[src/rtl/wb_spi_host_if.sv]
// rtl/wb_spi_host_if.sv - Wishbone classic initiator bundle driven by the SPI bridge
interface wb_spi_host_if;
    logic [31:0] wbm_adr_o;
    logic [31:0] wbm_dat_o;
    logic [31:0] wbm_dat_i;
    logic [3:0]  wbm_sel_o;
    logic        wbm_we_o;
    logic        wbm_cyc_o;
    logic        wbm_stb_o;
    logic        wbm_ack_i;

    modport master (
        output wbm_adr_o, wbm_dat_o, wbm_sel_o, wbm_we_o, wbm_cyc_o, wbm_stb_o,
        input  wbm_dat_i, wbm_ack_i
    );

    modport slave (
        input  wbm_adr_o, wbm_dat_o, wbm_sel_o, wbm_we_o, wbm_cyc_o, wbm_stb_o,
        output wbm_dat_i, wbm_ack_i
    );
endinterface

[src/rtl/wb_spi_host.sv]
// rtl/wb_spi_host.sv - SPI target that issues single 32-bit Wishbone classic cycles
module wb_spi_host #(
    parameter int unsigned TIMEOUT  = 48,
    parameter logic [31:0] ERR_WORD = 32'hDEADBEEF
) (
    input  logic          wb_clk_i,
    input  logic          wb_rst_n,
    input  logic          spi_sck,
    input  logic          spi_csn,
    input  logic          spi_mosi,
    output logic          spi_miso,
    output logic          spi_miso_oeb,
    wb_spi_host_if.master wbm,
    output logic          busy,
    output logic          err
);
    localparam logic [7:0] CMD_WRITE = 8'h80;
    localparam logic [7:0] CMD_READ  = 8'h00;
    localparam logic [7:0] TMO_LAST  = 8'(TIMEOUT - 1);

    typedef enum logic [1:0] {ST_IDLE, ST_GUARD, ST_CYCLE, ST_DONE} state_t;

    state_t      state_q, state_d;
    // [0],[1] are the synchroniser stages, [2] is the previous value for edge detect
    logic [2:0]  sck_pipe_q, sck_pipe_d;
    logic [2:0]  csn_pipe_q, csn_pipe_d;
    logic [1:0]  mosi_pipe_q, mosi_pipe_d;
    logic [6:0]  bit_cnt_q, bit_cnt_d;
    logic [7:0]  cmd_q, cmd_d;
    logic [31:0] shift_q, shift_d;
    logic [31:0] addr_q, addr_d;
    logic [31:0] tx_q, tx_d;
    logic        miso_q, miso_d;
    logic        err_q, err_d;
    logic        owner_q, owner_d;
    logic        rd_ready_q, rd_ready_d;
    logic [31:0] rdata_q, rdata_d;
    logic [31:0] adr_q, adr_d;
    logic [31:0] dat_q, dat_d;
    logic        we_q, we_d;
    logic        cyc_q, cyc_d;
    logic [7:0]  tmo_q, tmo_d;

    logic        sck_rise, sck_fall, csn_fall, frame_on;
    logic [31:0] shift_in, tx_word;
    logic        trig, trig_we, err_set;
    logic [31:0] trig_adr;

    assign sck_rise = sck_pipe_q[1] & ~sck_pipe_q[2];
    assign sck_fall = ~sck_pipe_q[1] & sck_pipe_q[2];
    assign csn_fall = ~csn_pipe_q[1] & csn_pipe_q[2];
    assign frame_on = ~csn_pipe_q[1];
    assign shift_in = {shift_q[30:0], mosi_pipe_q[1]};
    assign tx_word  = rd_ready_q ? rdata_q : ERR_WORD;

    always_comb begin
        sck_pipe_d  = {sck_pipe_q[1:0], spi_sck};
        csn_pipe_d  = {csn_pipe_q[1:0], spi_csn};
        mosi_pipe_d = {mosi_pipe_q[0], spi_mosi};
        state_d     = state_q;
        bit_cnt_d   = bit_cnt_q;
        cmd_d       = cmd_q;
        shift_d     = shift_q;
        addr_d      = addr_q;
        tx_d        = tx_q;
        miso_d      = miso_q;
        err_d       = err_q;
        owner_d     = owner_q;
        rd_ready_d  = rd_ready_q;
        rdata_d     = rdata_q;
        adr_d       = adr_q;
        dat_d       = dat_q;
        we_d        = we_q;
        cyc_d       = cyc_q;
        tmo_d       = tmo_q;
        trig        = 1'b0;
        trig_we     = 1'b0;
        trig_adr    = addr_q;
        err_set     = 1'b0;

        // Frame decode: command byte, address word, then write data
        if (csn_fall) begin
            bit_cnt_d  = '0;
            cmd_d      = '0;
            shift_d    = '0;
            addr_d     = '0;
            tx_d       = '0;
            err_d      = 1'b0;
            owner_d    = 1'b0;
            rd_ready_d = 1'b0;
        end else if (frame_on && sck_rise) begin
            shift_d = shift_in;
            if (bit_cnt_q != 7'h7F) begin
                bit_cnt_d = bit_cnt_q + 7'd1;
            end
            if (bit_cnt_q == 7'd7) begin
                cmd_d = shift_in[7:0];
            end
            if (bit_cnt_q == 7'd39) begin
                addr_d = shift_in;
                if (cmd_q == CMD_READ) begin
                    trig     = 1'b1;
                    trig_adr = shift_in;
                end
            end
            if (bit_cnt_q == 7'd71 && cmd_q == CMD_WRITE) begin
                trig    = 1'b1;
                trig_we = 1'b1;
            end
        end

        // Read data goes out on falling edges, first bit after the turnaround byte
        if (!frame_on) begin
            miso_d = 1'b0;
        end else if (sck_fall && cmd_q == CMD_READ) begin
            if (bit_cnt_q == 7'd48) begin
                tx_d   = tx_word;
                miso_d = tx_word[31];
            end else if (bit_cnt_q > 7'd48 && bit_cnt_q < 7'd80) begin
                tx_d   = {tx_q[30:0], 1'b0};
                miso_d = tx_q[30];
            end else begin
                miso_d = 1'b0;
            end
        end

        case (state_q)
            ST_IDLE: begin
                if (trig) begin
                    state_d = ST_GUARD;
                    adr_d   = trig_adr;
                    we_d    = trig_we;
                    owner_d = 1'b1;
                    if (trig_we) begin
                        dat_d = shift_in;
                    end
                end
            end
            ST_GUARD: begin
                // A slow responder may still be acking the previous cycle
                if (!wbm.wbm_ack_i) begin
                    cyc_d   = 1'b1;
                    tmo_d   = '0;
                    state_d = ST_CYCLE;
                end
            end
            ST_CYCLE: begin
                if (wbm.wbm_ack_i) begin
                    cyc_d   = 1'b0;
                    state_d = ST_DONE;
                    if (owner_q && !csn_fall && !we_q) begin
                        rdata_d    = wbm.wbm_dat_i;
                        rd_ready_d = 1'b1;
                    end
                end else if (tmo_q == TMO_LAST) begin
                    cyc_d   = 1'b0;
                    err_set = 1'b1;
                    state_d = ST_DONE;
                    if (owner_q && !csn_fall && !we_q) begin
                        rdata_d    = ERR_WORD;
                        rd_ready_d = 1'b1;
                    end
                end else begin
                    tmo_d = tmo_q + 8'd1;
                end
            end
            ST_DONE: begin
                state_d = ST_IDLE;
            end
            default: begin
                state_d = ST_IDLE;
                cyc_d   = 1'b0;
            end
        endcase

        if (trig && state_q != ST_IDLE) begin
            err_set = 1'b1;
        end
        if (err_set) begin
            err_d = 1'b1;
        end
    end

    always_ff @(posedge wb_clk_i or negedge wb_rst_n) begin
        if (!wb_rst_n) begin
            state_q     <= ST_IDLE;
            sck_pipe_q  <= 3'b000;
            csn_pipe_q  <= 3'b111;
            mosi_pipe_q <= 2'b00;
            bit_cnt_q   <= '0;
            cmd_q       <= '0;
            shift_q     <= '0;
            addr_q      <= '0;
            tx_q        <= '0;
            miso_q      <= 1'b0;
            err_q       <= 1'b0;
            owner_q     <= 1'b0;
            rd_ready_q  <= 1'b0;
            rdata_q     <= '0;
            adr_q       <= '0;
            dat_q       <= '0;
            we_q        <= 1'b0;
            cyc_q       <= 1'b0;
            tmo_q       <= '0;
        end else begin
            state_q     <= state_d;
            sck_pipe_q  <= sck_pipe_d;
            csn_pipe_q  <= csn_pipe_d;
            mosi_pipe_q <= mosi_pipe_d;
            bit_cnt_q   <= bit_cnt_d;
            cmd_q       <= cmd_d;
            shift_q     <= shift_d;
            addr_q      <= addr_d;
            tx_q        <= tx_d;
            miso_q      <= miso_d;
            err_q       <= err_d;
            owner_q     <= owner_d;
            rd_ready_q  <= rd_ready_d;
            rdata_q     <= rdata_d;
            adr_q       <= adr_d;
            dat_q       <= dat_d;
            we_q        <= we_d;
            cyc_q       <= cyc_d;
            tmo_q       <= tmo_d;
        end
    end

    assign wbm.wbm_cyc_o = cyc_q;
    assign wbm.wbm_stb_o = cyc_q;
    assign wbm.wbm_we_o  = cyc_q & we_q;
    assign wbm.wbm_sel_o = {4{cyc_q}};
    assign wbm.wbm_adr_o = adr_q;
    assign wbm.wbm_dat_o = dat_q;
    assign busy          = (state_q != ST_IDLE);
    assign err           = err_q;
    assign spi_miso      = miso_q;
    assign spi_miso_oeb  = csn_pipe_q[1];
endmodule

[src/flat_wrapper.sv]
// flat-port wrapper written by rule: the top's interface ports become plain ports
module wb_spi_host_flat 
#(
    parameter int unsigned TIMEOUT  = 48,
    parameter logic [31:0] ERR_WORD = 32'hDEADBEEF
)
  (wb_clk_i, wb_rst_n, spi_sck, spi_csn, spi_mosi, spi_miso, spi_miso_oeb, busy, err, wbm_wbm_adr_o, wbm_wbm_dat_o, wbm_wbm_sel_o, wbm_wbm_we_o, wbm_wbm_cyc_o, wbm_wbm_stb_o, wbm_wbm_dat_i, wbm_wbm_ack_i);
  wb_spi_host_if wbm_i ();
  input  logic wb_clk_i;
  input  logic wb_rst_n;
  input  logic spi_sck;
  input  logic spi_csn;
  input  logic spi_mosi;
  output logic spi_miso;
  output logic spi_miso_oeb;
  output logic busy;
  output logic err;
  output wire logic [$bits(wbm_i.wbm_adr_o)-1:0] wbm_wbm_adr_o;
  output wire logic [$bits(wbm_i.wbm_dat_o)-1:0] wbm_wbm_dat_o;
  output wire logic [$bits(wbm_i.wbm_sel_o)-1:0] wbm_wbm_sel_o;
  output wire logic [$bits(wbm_i.wbm_we_o)-1:0] wbm_wbm_we_o;
  output wire logic [$bits(wbm_i.wbm_cyc_o)-1:0] wbm_wbm_cyc_o;
  output wire logic [$bits(wbm_i.wbm_stb_o)-1:0] wbm_wbm_stb_o;
  input wire logic [$bits(wbm_i.wbm_dat_i)-1:0] wbm_wbm_dat_i;
  input wire logic [$bits(wbm_i.wbm_ack_i)-1:0] wbm_wbm_ack_i;
  assign wbm_wbm_adr_o = wbm_i.wbm_adr_o;
  assign wbm_wbm_dat_o = wbm_i.wbm_dat_o;
  assign wbm_wbm_sel_o = wbm_i.wbm_sel_o;
  assign wbm_wbm_we_o = wbm_i.wbm_we_o;
  assign wbm_wbm_cyc_o = wbm_i.wbm_cyc_o;
  assign wbm_wbm_stb_o = wbm_i.wbm_stb_o;
  assign wbm_i.wbm_dat_i = wbm_wbm_dat_i;
  assign wbm_i.wbm_ack_i = wbm_wbm_ack_i;
  wb_spi_host #(.TIMEOUT(TIMEOUT), .ERR_WORD(ERR_WORD)) u_core (.wb_clk_i(wb_clk_i), .wb_rst_n(wb_rst_n), .spi_sck(spi_sck), .spi_csn(spi_csn), .spi_mosi(spi_mosi), .spi_miso(spi_miso), .spi_miso_oeb(spi_miso_oeb), .wbm(wbm_i), .busy(busy), .err(err));
endmodule
[config.mk]
export PLATFORM = sky130hd
export DESIGN_NAME = wb_spi_host_flat
export DESIGN_NICKNAME = d
export VERILOG_FILES = /design/src/rtl/wb_spi_host_if.sv /design/src/rtl/wb_spi_host.sv /design/src/flat_wrapper.sv
export SDC_FILE = /design/constraint.sdc
export NUM_CORES = 1
export LEC_CHECK = 0
export CORE_ASPECT_RATIO = 2
export CORE_MARGIN = 2
export CORE_UTILIZATION = 54
export CTS_CLUSTER_DIAMETER = 60
export DETAILED_ROUTE_END_ITERATION = 8
export PLACE_DENSITY = 0.77
export SETUP_SLACK_MARGIN = 0.5
export SYNTH_ARGS = -nofsm -noshare
export SYNTH_HDL_FRONTEND = slang
export SYNTH_SLANG_ARGS = --single-unit
[constraint.sdc]
create_clock -name wb_clk_i -period 7.14 [get_ports wb_clk_i]
set_input_delay 1.428 -clock wb_clk_i [delete_from_list [all_inputs] [get_ports wb_clk_i]]
set_output_delay 1.428 -clock wb_clk_i [all_outputs]
set_load 0.01 [all_outputs]
After elaboration in Yosys (flattened, before gate mapping)
Cells that the tools add are included.
{ "totals": {"in_bits": 38, "out_inout_bits": 75, "register_bits": 230} }
{ "op_classes": {"n_addsub": 2, "n_eq_ne": 15, "bitwise": 7, "n_mux": 64, "n_reduce_logical": 29, "order_cmp": 2} }
{ "op_table": {"columns": ["cell", "n"], "rows": [
  ["2-to-1 mux 32 bit", 17],
  ["2-to-1 mux 31 bit", 2],
  ["2-to-1 mux 8 bit", 6],
  ["2-to-1 mux 1 bit", 29],
  ["2-to-1 mux 7 bit", 3],
  ["nonzero test 2 bit", 9],
  ["one-hot mux 8 bit (2 select lines)", 1],
  ["== test 7 x 6 -> 1 bit (second input constant)", 2],
  ["AND reduction 3 bit", 4],
  ["adder 8 x 1 -> 8 bit (second input constant)", 1],
  ["== test 8 x 6 -> 1 bit (second input constant)", 1],
  ["== test 8 bit (second input constant)", 1],
  ["zero test 8 bit", 1],
  ["2-to-1 mux 2 bit", 4],
  ["one-hot mux 2 bit (4 select lines)", 1],
  ["AND reduction 2 bit", 4],
  ["adder 7 x 1 -> 7 bit (second input constant)", 1],
  ["== test 7 x 3 -> 1 bit (second input constant)", 1],
  ["== test 7 bit (second input constant)", 1],
  ["> comparator 7 x 6 -> 1 bit (second input constant)", 1],
  ["logical AND 1 bit", 7],
  ["less-than comparator 7 bit (second input constant)", 1],
  ["inequality test 7 bit (second input constant)", 1],
  ["inequality test 2 bit (second input constant)", 3],
  ["10 further kinds", 17]
]} }

Logic depth before layout (Yosys ltp)
Gate-level depths: netlist (run 1).
{ "depth": {"depth_word": 9, "ltp_mapped": 8} }

Least setup slack after synthesis (run 1)
No wires, ideal clock.
{ "synth_timing": {"path_type": "input to register", "startpoint": "input port wbm_wbm_ack_i", "endpoint": "register u_core.state_q[1]", "stages": 6, "required_ns": 7.012, "t_arrival_ns": 2.432, "path_slack_ns": 4.580, "cell_sequence": "clkbuf_1 nor2b_1 o41ai_1 nand2_1 a31oi_1 mux2_1"} }
{ "synth_between": {"elab_chain_len": 2, "elab_cells_between_ends": 5, "classes_between": "2 x eq/ne; 2 x mux; 1 x reduce/logical"} }
{ "synth_rtl": {"columns": ["element", "line", "source"], "rows": [
  ["start: declaration", "flat_wrapper.sv:25", "input wire logic [$bits(wbm_i.wbm_ack_i)-1:0] wbm_wbm_ack_i;"],
  ["2-to-1 mux 2 bit, or another cell as far along", "wb_spi_host.sv:148", "if (wbm.wbm_ack_i) begin"],
  ["one-hot mux 2 bit (4 select lines) or AND reduction 3 bit (tied branches)", null, null],
  ["end signal: assignment", "wb_spi_host.sv:206", "state_q <= state_d;"],
  ["end: declaration", "wb_spi_host.sv:23", "state_t state_q, state_d;"]
]} }
Several ways; a longest one is shown, not always the timed one.
A chain may end at the register's enable or synchronous reset.

Worst setup path after layout (run 1)
{ "layout_timing": {"startpoint": "register u_core.state_q[0]", "endpoint": "output port busy"} }
{ "layout_between": {"elab_chain_len": 1} }
{ "layout_rtl": {"columns": ["element", "line", "source"], "rows": [
  ["nonzero test 2 bit", "wb_spi_host.sv:234", "assign busy = (state_q != ST_IDLE);"],
  ["end: declaration", "flat_wrapper.sv:16", "output logic busy;"]
]} }
Every way passes these cells.

==> run metrics, run 1 <==
largest fanout on the critical path 37; Worst Path Required 5.71 ns; Pleak 5.32 nW; Hold Crit Class reg -> reg; Fin Setup TNS 0 ns; All-Layer GR Usage 24.3%; die area 19300 sq um; DRC viols 0; synth warn 0; outcome finished clean; Synthesized Nets 939; post-synth top area cell dfrtp_1; drt first pass iters 5; final-report hold violation count 0; most instantiated cells after synthesis dfrtp_1 (226), nand2_1 (148), a21oi_1 (121); initial antenna violation count 0; pwr dens 221 nW/um^2; TritonCTS Buffers 21; Arr. time, crit path 2.42 ns; Util after Layout 65.9%; fin. max-slew vios 0; sequential area share after synthesis 58.6%; clk slew on worst S/H paths 0.07 ns; Cell Rows 69; largest net degree at the start of global routing 82; postcts setup bufs 0; grt total ovfl 0; Syn Area/Cell 10.9 sq um; Slew headroom 17.8%; class of the most critical setup path reg -> out; count leader, synth dfrtp_1; minimum clock period 3.85 ns; core box area 17800 sq um; final RePlAce weighted congestion 0.789; number of global-route vias before repair 7575; P&R area growth vs syn 19.6%; startpoint types register; distinct cell type count after synthesis 51; crit end category output pin; CTS Root Cell clkbuf_16; final setup vio count 0; period utilisation layout 53.9%; clock latency on the worst-skew pair 0.50 ns; port bufs 112; CTS tree yes; number of synthesized register bits 229; Least-Margin Pin Slew 1.23 ns; Starting Density 55.0%; Synth Instances 895; maximum VDD drop 0.199 mV; number of flops mapped to enable cells by yosys 0; post-CTS sizing 0; Die Wd 99.2 microns; DRT antenna net count 0; hold_buf cts 0; Mapped Area 9790 sq um; nets@finish 1016; Synth area leaders dfrtp_1 (58%), a21oi_1 (6.2%), nand2_1 (5.7%), a2bb2oi_2 (4.4%), mux2_2 (3.7%); WL final 23.3 mm; Final WS setup 3.29 ns; Clock Path Buffers 3; Multi-input gate area 3730 sq um; Fmax 260 MHz; Most used DFF post-synth dfrtp_1; first-pass GRT wire length 38.5 mm; diode count 0; Async SR Flop Fraction 100%; dpl ws 3.80 ns; Clock Skews 0.0135 ns; Top-Level Pins 113; share of cells above drive strength 1 12.5%; H-tree level count 1; Vias/cell 6.07; Sequential Area 5730 sq um; MaxCap Viol Count 0; CTS sink cnt 229; RSZ-0062 raised after global routing false; die height 194 microns; vias 7272; Fill cells 1349; DR iter-0 viols 351; DPL Wire Length 14.6 mm; Yosys top cell area share 57.8%; DR WL/cell 19.4 microns
registers in the layout (all words and copies together), names as in the netlist, 3 cells and up:
signal,cells
u_core.tmo_q,8
u_core.cmd_q,8
u_core.shift_q,31
u_core.csn_pipe_q,3
u_core.rdata_q,32
u_core.tx_q,31
u_core.wbm.wbm_adr_o,32
u_core.addr_q,32
u_core.wbm.wbm_dat_o,32
u_core.sck_pipe_q,3
u_core.bit_cnt_q,7
cells by family (layout without fill, tap and decap cells):
kind of cell             Yosys count  in the layout  synth area share (%)
XOR/XNOR                           9              9                 0.805
flip-flops                       229            229                  58.6
multiplexers                      44             44                  4.93
AND/OR/NAND/NOR                  252            252                  11.9
buffers and inverters             78            169                  3.59
AO/OA/AOI/OAI                    277            277                  19.4
adder cells (fa/ha/maj)            6              6                 0.767
layout make-up:
type	instances	area share, %
clock inverter	10	1.13
clock buffer	27	5.11
timing repair buffer	126	10.5
multi-input combinational	588	31.8
sequential	229	49.0
tap	213	2.28
inverter	6	0.192
through the flow:
step                hold WS [ns]  area (sq um)  std cells  total power, mW
detailed placement         0.343         11000       1162             1.42
finish                     0.355         11700       1199             2.59
floorplan                  0.331          9790        895             1.36
CTS                        0.357         11700       1199             2.61
global placement           0.337         11000       1162             1.42
global route               0.357         11700       1199             2.67
where the power goes:
group | switching (mW) | internal, mW
combinational | 0.0530 | 0.0294
sequential | 0.0108 | 1.30
clock | 0.491 | 0.702
total | 0.554 | 2.04
path summary, 6_finish.rpt:
check	start	end	slack (ns)	cells past startpoint
worst max-delay path	u_core.state_q[0]$_DFFE_PN0P_	busy	3.29	5
worst min-delay path	u_core.mosi_pipe_q[0]$_DFF_PN0_	u_core.mosi_pipe_q[1]$_DFF_PN0_	0.35	0
worst max register to register	u_core.csn_pipe_q[1]$_DFF_PN1_	u_core.wbm.wbm_adr_o[1]$_DFFE_PN0P_	4.15	6
worst min register to register	u_core.mosi_pipe_q[0]$_DFF_PN0_	u_core.mosi_pipe_q[1]$_DFF_PN0_	0.35	0
max in group asynchronous	wb_rst_n	u_core.rdata_q[4]$_DFFE_PN0P_	4.76	2
min in group asynchronous	wb_rst_n	u_core.rdata_q[27]$_DFFE_PN0P_	0.87	1
cells in the final DEF, fill, tap and decap left out, drive strengths merged, types with 5 or more instances in the layout:
| master | netlist | final |
|---|---|---|
| ha | 6 | 6 |
| xnor2 | 5 | 5 |
| o22a | 24 | 24 |
| o21ai | 41 | 41 |
| dfrtp | 226 | 226 |
| a21oi | 122 | 122 |
| mux2i | 10 | 10 |
| a2bb2oi | 32 | 32 |
| inv | 6 | 6 |
| nor3 | 5 | 5 |
| nor2 | 27 | 27 |
| clkbuf | 56 | 27 |
| nand3 | 19 | 19 |
| mux2 | 34 | 34 |
| o22ai | 32 | 32 |
| a31oi | 9 | 9 |
| nand2 | 148 | 148 |
| a22o | 8 | 8 |
| clkinv | 0 | 7 |
| clkdlybuf4s50 | 0 | 111 |
| nand3b | 22 | 22 |
| buf | 16 | 15 |
critical path, cell delays in order, from the launching register on:
cell             delay (ns)
dfrtp_1                0.40
inv_1                  0.13
ha_2                   0.18
buf_4                  0.47
inv_1                  0.20
clkdlybuf4s50_1        0.54
metal layers:
metal  share of wire (%)  vias to the layer above  global-route usage [%]  wire [microns]
li1                    -                     3323                       -               -
met1                  39                     3686                    29.8            9150
met2                  53                      217                    43.8           12400
met3                 4.8                       46                    3.20            1130
met4                 2.6                        0                    8.17             617
met5                   0                        -                       0               0
Power figures use the tool's default switching activity.
==> inputs of run 2 (changes only) <==
Settings changed: CORE_UTILIZATION 54 to 51.
Clock period 7.14 ns to 3.3 ns, I/O delays scaled along.
==> run metrics, run 2 (synthesized netlist as in run 1, its figures left out) <==
Least-Margin Pin Slew 1.07 ns (-0.163 ns); Fin Setup TNS 0 ns (unchanged); dpl ws 0.551 ns (-3.25 ns); outcome finished clean; drt first pass iters 6 (+1); Clock Path Buffers 3 (unchanged); Fill cells 1502 (+11%); port bufs 112 (unchanged); hold_buf cts 0 (unchanged); DRT antenna net count 0 (unchanged); DR WL/cell 19.3 microns (-0.66%); CTS Root Cell clkbuf_16; critical path's largest stage delay 0.74 ns (+0.20 ns); vias 7343 (+0.98%); commonest non-fill, non-tap cell in the layout dfrtp_1; final RePlAce weighted congestion 0.840 (+6.4%); die height 200 microns (+2.8%); TritonCTS Buffers 20 (-4.8%); grt total ovfl 0 (unchanged); Pleak 5.34 nW (+0.32%); Clock Skews 0.0111 ns (-0.00241 ns); Fmax 387 MHz; Final WS setup 0.719 ns (-2.57 ns); Starting Density 52.0% (-3.1 points); reg2reg start u_core.csn_pipe_q[1]$_DFF_PN1_; die area 20400 sq um (+5.7%); nets@finish 1023 (+0.69%); DR iter-0 viols 422 (+20%); DPL Wire Length 15.4 mm (+5.2%); largest fanout on the critical path 23 (-38%); core box area 18800 sq um (+5.9%); crit end category register; Cell Rows 71 (+2.9%); post-CTS sizing 0 (unchanged); Hold Crit Class in -> async; MaxCap Viol Count 0 (unchanged); final-report hold violation count 0 (unchanged); Die Wd 102 microns (+2.8%); pwr dens 466 nW/um^2 (+110%); first-pass GRT wire length 38.0 mm (-1.4%); P&R area growth vs syn 20.8%; clk slew on worst S/H paths 0.07 ns (about the same); Reg2Reg Setup Slack 0.72 ns (-3.43 ns); crit path cell chain or3b_1, or4b_4, a21oi_4, buf_4, a2bb2oi_1; reg2reg path depth 5 (-1); final setup vio count 0 (unchanged); commonest cells after routing, fill and taps aside dfrtp_1 (226), nand2_1 (148), a21oi_1 (120), clkdlybuf4s50_1 (111), o21ai_0 (40); CTS tree yes; Top-Level Pins 113 (unchanged); share of cells above drive strength 1 13.0% (+0.53 points); Worst Path Required 3.71 ns (-2.00 ns); maximum VDD drop 0.502 mV (+150%); DRC viols 0 (unchanged); Slew headroom 28.6% (+11 points); initial antenna violation count 0 (unchanged); RSZ-0062 raised after global routing false; All-Layer GR Usage 23.4% (-0.89 points); period utilisation layout 78.2%; fin. max-slew vios 0 (unchanged); class of the most critical setup path reg -> reg; H-tree level count 1 (unchanged); WL final 24.1 mm (+3.3%); largest net degree at the start of global routing 88 (+7.3%); CTS sink cnt 229 (unchanged); diode count 0 (unchanged); minimum clock period 2.58 ns; postcts setup bufs 0 (unchanged); Critical Path Slowest Stage Cell or4b_4; number of global-route vias before repair 7454 (-1.6%); Vias/cell 5.89 (-2.9%); Arr. time, crit path 3.00 ns (+0.58 ns); FF-to-FF End u_core.wbm.wbm_adr_o[31]$_DFFE_PN0P_; startpoint types register; clock latency on the worst-skew pair 0.50 ns (about the same)
## run 2: worst max path at each step
stage | startpoint | to | cells past startpoint
4_1_cts | u_core.cmd_q[1]$_DFFE_PN0P_ | u_core.wbm.wbm_adr_o[31]$_DFFE_PN0P_ | 6
2_1_floorplan | u_core.csn_pipe_q[1]$_DFF_PN1_ | u_core.state_q[1]$_DFFE_PN0P_ | 7
3_3_place_gp | u_core.cmd_q[1]$_DFFE_PN0P_ | u_core.wbm.wbm_adr_o[1]$_DFFE_PN0P_ | 6
3_5_place_dp | u_core.cmd_q[1]$_DFFE_PN0P_ | u_core.wbm.wbm_adr_o[31]$_DFFE_PN0P_ | 6
5_1_grt | u_core.tmo_q[0]$_DFFE_PN0P_ | u_core.rdata_q[6]$_DFFE_PN0P_ | 5
6_report | u_core.csn_pipe_q[1]$_DFF_PN1_ | u_core.wbm.wbm_adr_o[31]$_DFFE_PN0P_ | 5
## run 2: power by group
part           total [mW]  leakage, nW  internal [mW]  switching, mW
clock network        2.47        0.335           1.44           1.03
registers            2.84         3.17           2.82         0.0228
logic               0.189         1.83         0.0693          0.119
## run 2: cell type report
class	count	area, sq um	area share, %
multi-input cells	589	3750	31.7
repair buffers	133	1310	11.1
well taps	255	319	2.70
inverters	6	22.5	0.190
clock inverters	6	88.8	0.751
clock buffers	29	606	5.12
flip-flops and latches	229	5730	48.5
## run 2: critical path: cells and delay by family (launching register included)
kind | cells | cell delay (ns)
and+or+nand+nor | 2 | 1.28
AOI/OAI and AO/OA | 2 | 0.41
DFF | 1 | 0.44
buffers and inverters | 1 | 0.37
## run 2: stage by stage
stage	utilization (%)	cells	power, mW	hold WS [ns]	area (sq um)
2_1_floorplan	-	895	2.95	0.331	9790
3_3_place_gp	59.0	1211	3.09	0.332	11100
3_5_place_dp	59.0	1211	3.09	0.347	11100
4_1_cts	62.7	1246	5.56	0.189	11800
5_1_grt	62.8	1247	5.69	0.190	11800
6_report	62.8	1247	5.51	0.125	11800
## run 2: metal layers
metal | share of wire [%] | up-vias | GRT usage, % | wire length, microns
li1 | - | 3336 | - | -
met1 | 38 | 3728 | 28.5 | 9130
met2 | 55 | 236 | 42.5 | 13200
met3 | 4.7 | 43 | 2.75 | 1130
met4 | 2.7 | 0 | 8.10 | 640
met5 | 0 | - | 0 | 0
==> inputs of run 3 (changes only) <==
Clock period 3.3 ns to 2.1 ns, I/O delays scaled along.
==> run metrics, run 3 (synthesized netlist as in run 1, its figures left out) <==
reg2reg path depth 6 (+1); port bufs 112 (unchanged); crit end category register; commonest non-fill, non-tap cell in the layout dfrtp_1; clock latency on the worst-skew pair 0.51 ns (about the same); maximum VDD drop 0.751 mV (+49%); drt first pass iters 5 (-1); startpoint types register; period utilisation layout 112% (+34 points); sw frac 23.4% (+2.0 points); final-report hold violation count 0 (unchanged); Die Wd 102 microns (unchanged); critical path's largest stage delay 0.60 ns (-0.14 ns); Least-Margin Pin Slew 0.576 ns (-0.495 ns); DR WL/cell 29.1 microns (+51%); diode count 0 (unchanged); Top-Level Pins 113 (unchanged); die area 20400 sq um (unchanged); H-tree level count 1 (unchanged); CTS sink cnt 229 (unchanged); DRT antenna net count 0 (unchanged); CTS Root Cell clkbuf_16; Fmax 425 MHz (+9.8%); CP Capture Point u_core.wbm.wbm_adr_o[17]$_DFFE_PN0P_; power after layout 9.12 mW (+66%); clk slew on worst S/H paths 0.07 ns (about the same); Critical Path Slowest Stage Cell or4b_4; number of global-route vias before repair 8902 (+19%); fin cells 1399 (+12%); Clock Path Buffers 3 (unchanged); FF-to-FF End u_core.wbm.wbm_adr_o[17]$_DFFE_PN0P_; Util after Layout 80.7% (+18 points); crit path from u_core.cmd_q[2]$_DFFE_PN0P_; cell depth of the worst hold path 1; Reg2Reg Setup Slack -0.25 ns (-0.97 ns); pwr dens 600 nW/um^2 (+29%); Clock Skews 0.0163 ns (+0.00526 ns); MaxCap Viol Count 0 (unchanged); core box area 18800 sq um (unchanged); largest fanout on the critical path 22 (-4.3%); outcome complete, but fails checks; WL final 40.7 mm (+69%); Final WS setup -0.251 ns (-0.970 ns); Hold Crit Class in -> reg; DR iter-0 viols 706 (+67%); reg2reg start u_core.cmd_q[2]$_DFFE_PN0P_; placed cells 1243 (+2.6%); share of cells above drive strength 1 41.7% (+29 points); largest net degree at the start of global routing 59 (-33%); failing checks negative setup slack; vias 9242 (+26%); crit path cell chain nor4_4, nand2_1, or4b_4, buf_4, o22ai_1, a2bb2oi_2; final RePlAce weighted congestion 0.826 (-1.6%); Arr. time, crit path 2.72 ns (-0.28 ns); Pleak 7.39 nW (+38%); Reg power frac 49.0% (-2.7 points); Vias/cell 6.61 (+12%); TritonCTS Buffers 21 (+5.0%); DPL Wire Length 15.8 mm (+2.7%); final setup vio count 69 (+69); All-Layer GR Usage 30.4% (+6.9 points); Psw 2.13 mW (+81%); logic gate share of total power 6.6% (+3.2 points); CTS tree yes; Internal Power 6.99 mW (+61%); class of the most critical setup path reg -> reg; P&R area growth vs syn 55.3%; die height 200 microns (unchanged); RSZ-0062 raised after global routing true; commonest cells after routing, fill and taps aside dfrtp_1 (223), nand2_1 (124), buf_4 (82), a21oi_2 (71), buf_6 (41); Slew headroom 61.2% (+33 points); fin. max-slew vios 0 (unchanged); minimum clock period 2.35 ns (-0.230 ns); clock share of power 44.3% (-0.6 points); Starting Density 52.0% (unchanged); Worst Path Required 2.46 ns (-1.25 ns); initial antenna violation count 0 (unchanged); Cell Rows 71 (unchanged); DRC viols 0 (unchanged); first-pass GRT wire length 47.8 mm (+26%); grt total ovfl 0 (unchanged); nets@finish 1174 (+15%)
==> run 3: changes by cell type in the layout (fill, tap and decap cells not counted), moves of 24 or more <==
cell | previous run | this run
a21oi_1 | 120 | 26
clkdlybuf4s50_1 | 111 | 36
a21oi_2 | 1 | 71
buf_4 | 19 | 82
buf_6 | 0 | 41
clkdlybuf4s15_1 | 0 | 39
mux2_4 | 0 | 32
mux2_2 | 32 | 1
a21oi_4 | 1 | 25
nand2_1 | 148 | 124
==> run 3: stage by stage <==
stage	instance area (sq um)	hold slack [ns]	TNS [ns]	setup slack (ns)
3_3_place_gp	11500	0.351	-3.61	-0.122
3_5_place_dp	11500	0.348	-3.92	-0.181
4_1_cts	13600	0.351	-0.341	-0.0305
2_1_floorplan	9940	0.124	-4.20	-0.157
5_1_grt	15200	0.358	-13.58	-0.305
6_report	15200	0.340	-9.15	-0.251
==> run 3: timing repair <==
| item | in CTS | in global routing |
|---|---|---|
| setup endpoints to repair | 260 | 263 |
| gates resized for setup | 294 | 244 |
| hold buffers | 1 | 0 |
| cloned | 20 | 12 |
| buffers inserted | 40 | 46 |
| pin swaps | 35 | 66 |
| hold endpoints to repair | 50 | 0 |
==> run 3: cell type report <==
class,instances,area [sq um]
clock buffer,31,613
clock inverter,6,86.3
fill,942,3630
inverter,6,25.0
multi-input combinational,595,5150
sequential,229,5740
tap,255,319
timing repair buffer,277,3270
==> run 3: worst min path at each step <==
stage                                         start                         endpoint  slack, ns
floorplan                                  wb_rst_n     u_core.addr_q[0]$_DFFE_PN0P_       0.12
global placement    u_core.mosi_pipe_q[0]$_DFF_PN0_  u_core.mosi_pipe_q[1]$_DFF_PN0_       0.35
detailed placement  u_core.mosi_pipe_q[0]$_DFF_PN0_  u_core.mosi_pipe_q[1]$_DFF_PN0_       0.35
CTS                                        spi_mosi  u_core.mosi_pipe_q[0]$_DFF_PN0_       0.35
global route                               spi_mosi  u_core.mosi_pipe_q[0]$_DFF_PN0_       0.36
finish                                      spi_csn   u_core.csn_pipe_q[0]$_DFF_PN1_       0.34
==> run 3: critical path, delay by kind of cell (launching register included) <==
kind	cells	cell delay (ns)
AO/OA/AOI/OAI	2	0.39
AND/OR/NAND/NOR	3	1.10
flip-flops	1	0.44
buffers and inverters	1	0.27
==> run 3: metal layers <==
metal / vias to the layer above / GRT usage, % / wire length [microns]
li1: 3658 / - / -
met3: 280 / 4.00 / 3180
met5: - / 0 / 0
met1: 4654 / 34.1 / 12900
met2: 650 / 55.0 / 20500
met4: 0 / 16.0 / 4140
==> run 3: power by group through the flow <==
stage               sequential [mW]  combinational [mW]  clock, mW
floorplan                      4.54              0.0996          0
CTS                            4.46               0.441       3.96
global placement               4.54               0.354          0
detailed placement             4.54               0.357          0
global route                   4.47               0.642       4.22
finish                         4.47               0.606       4.04
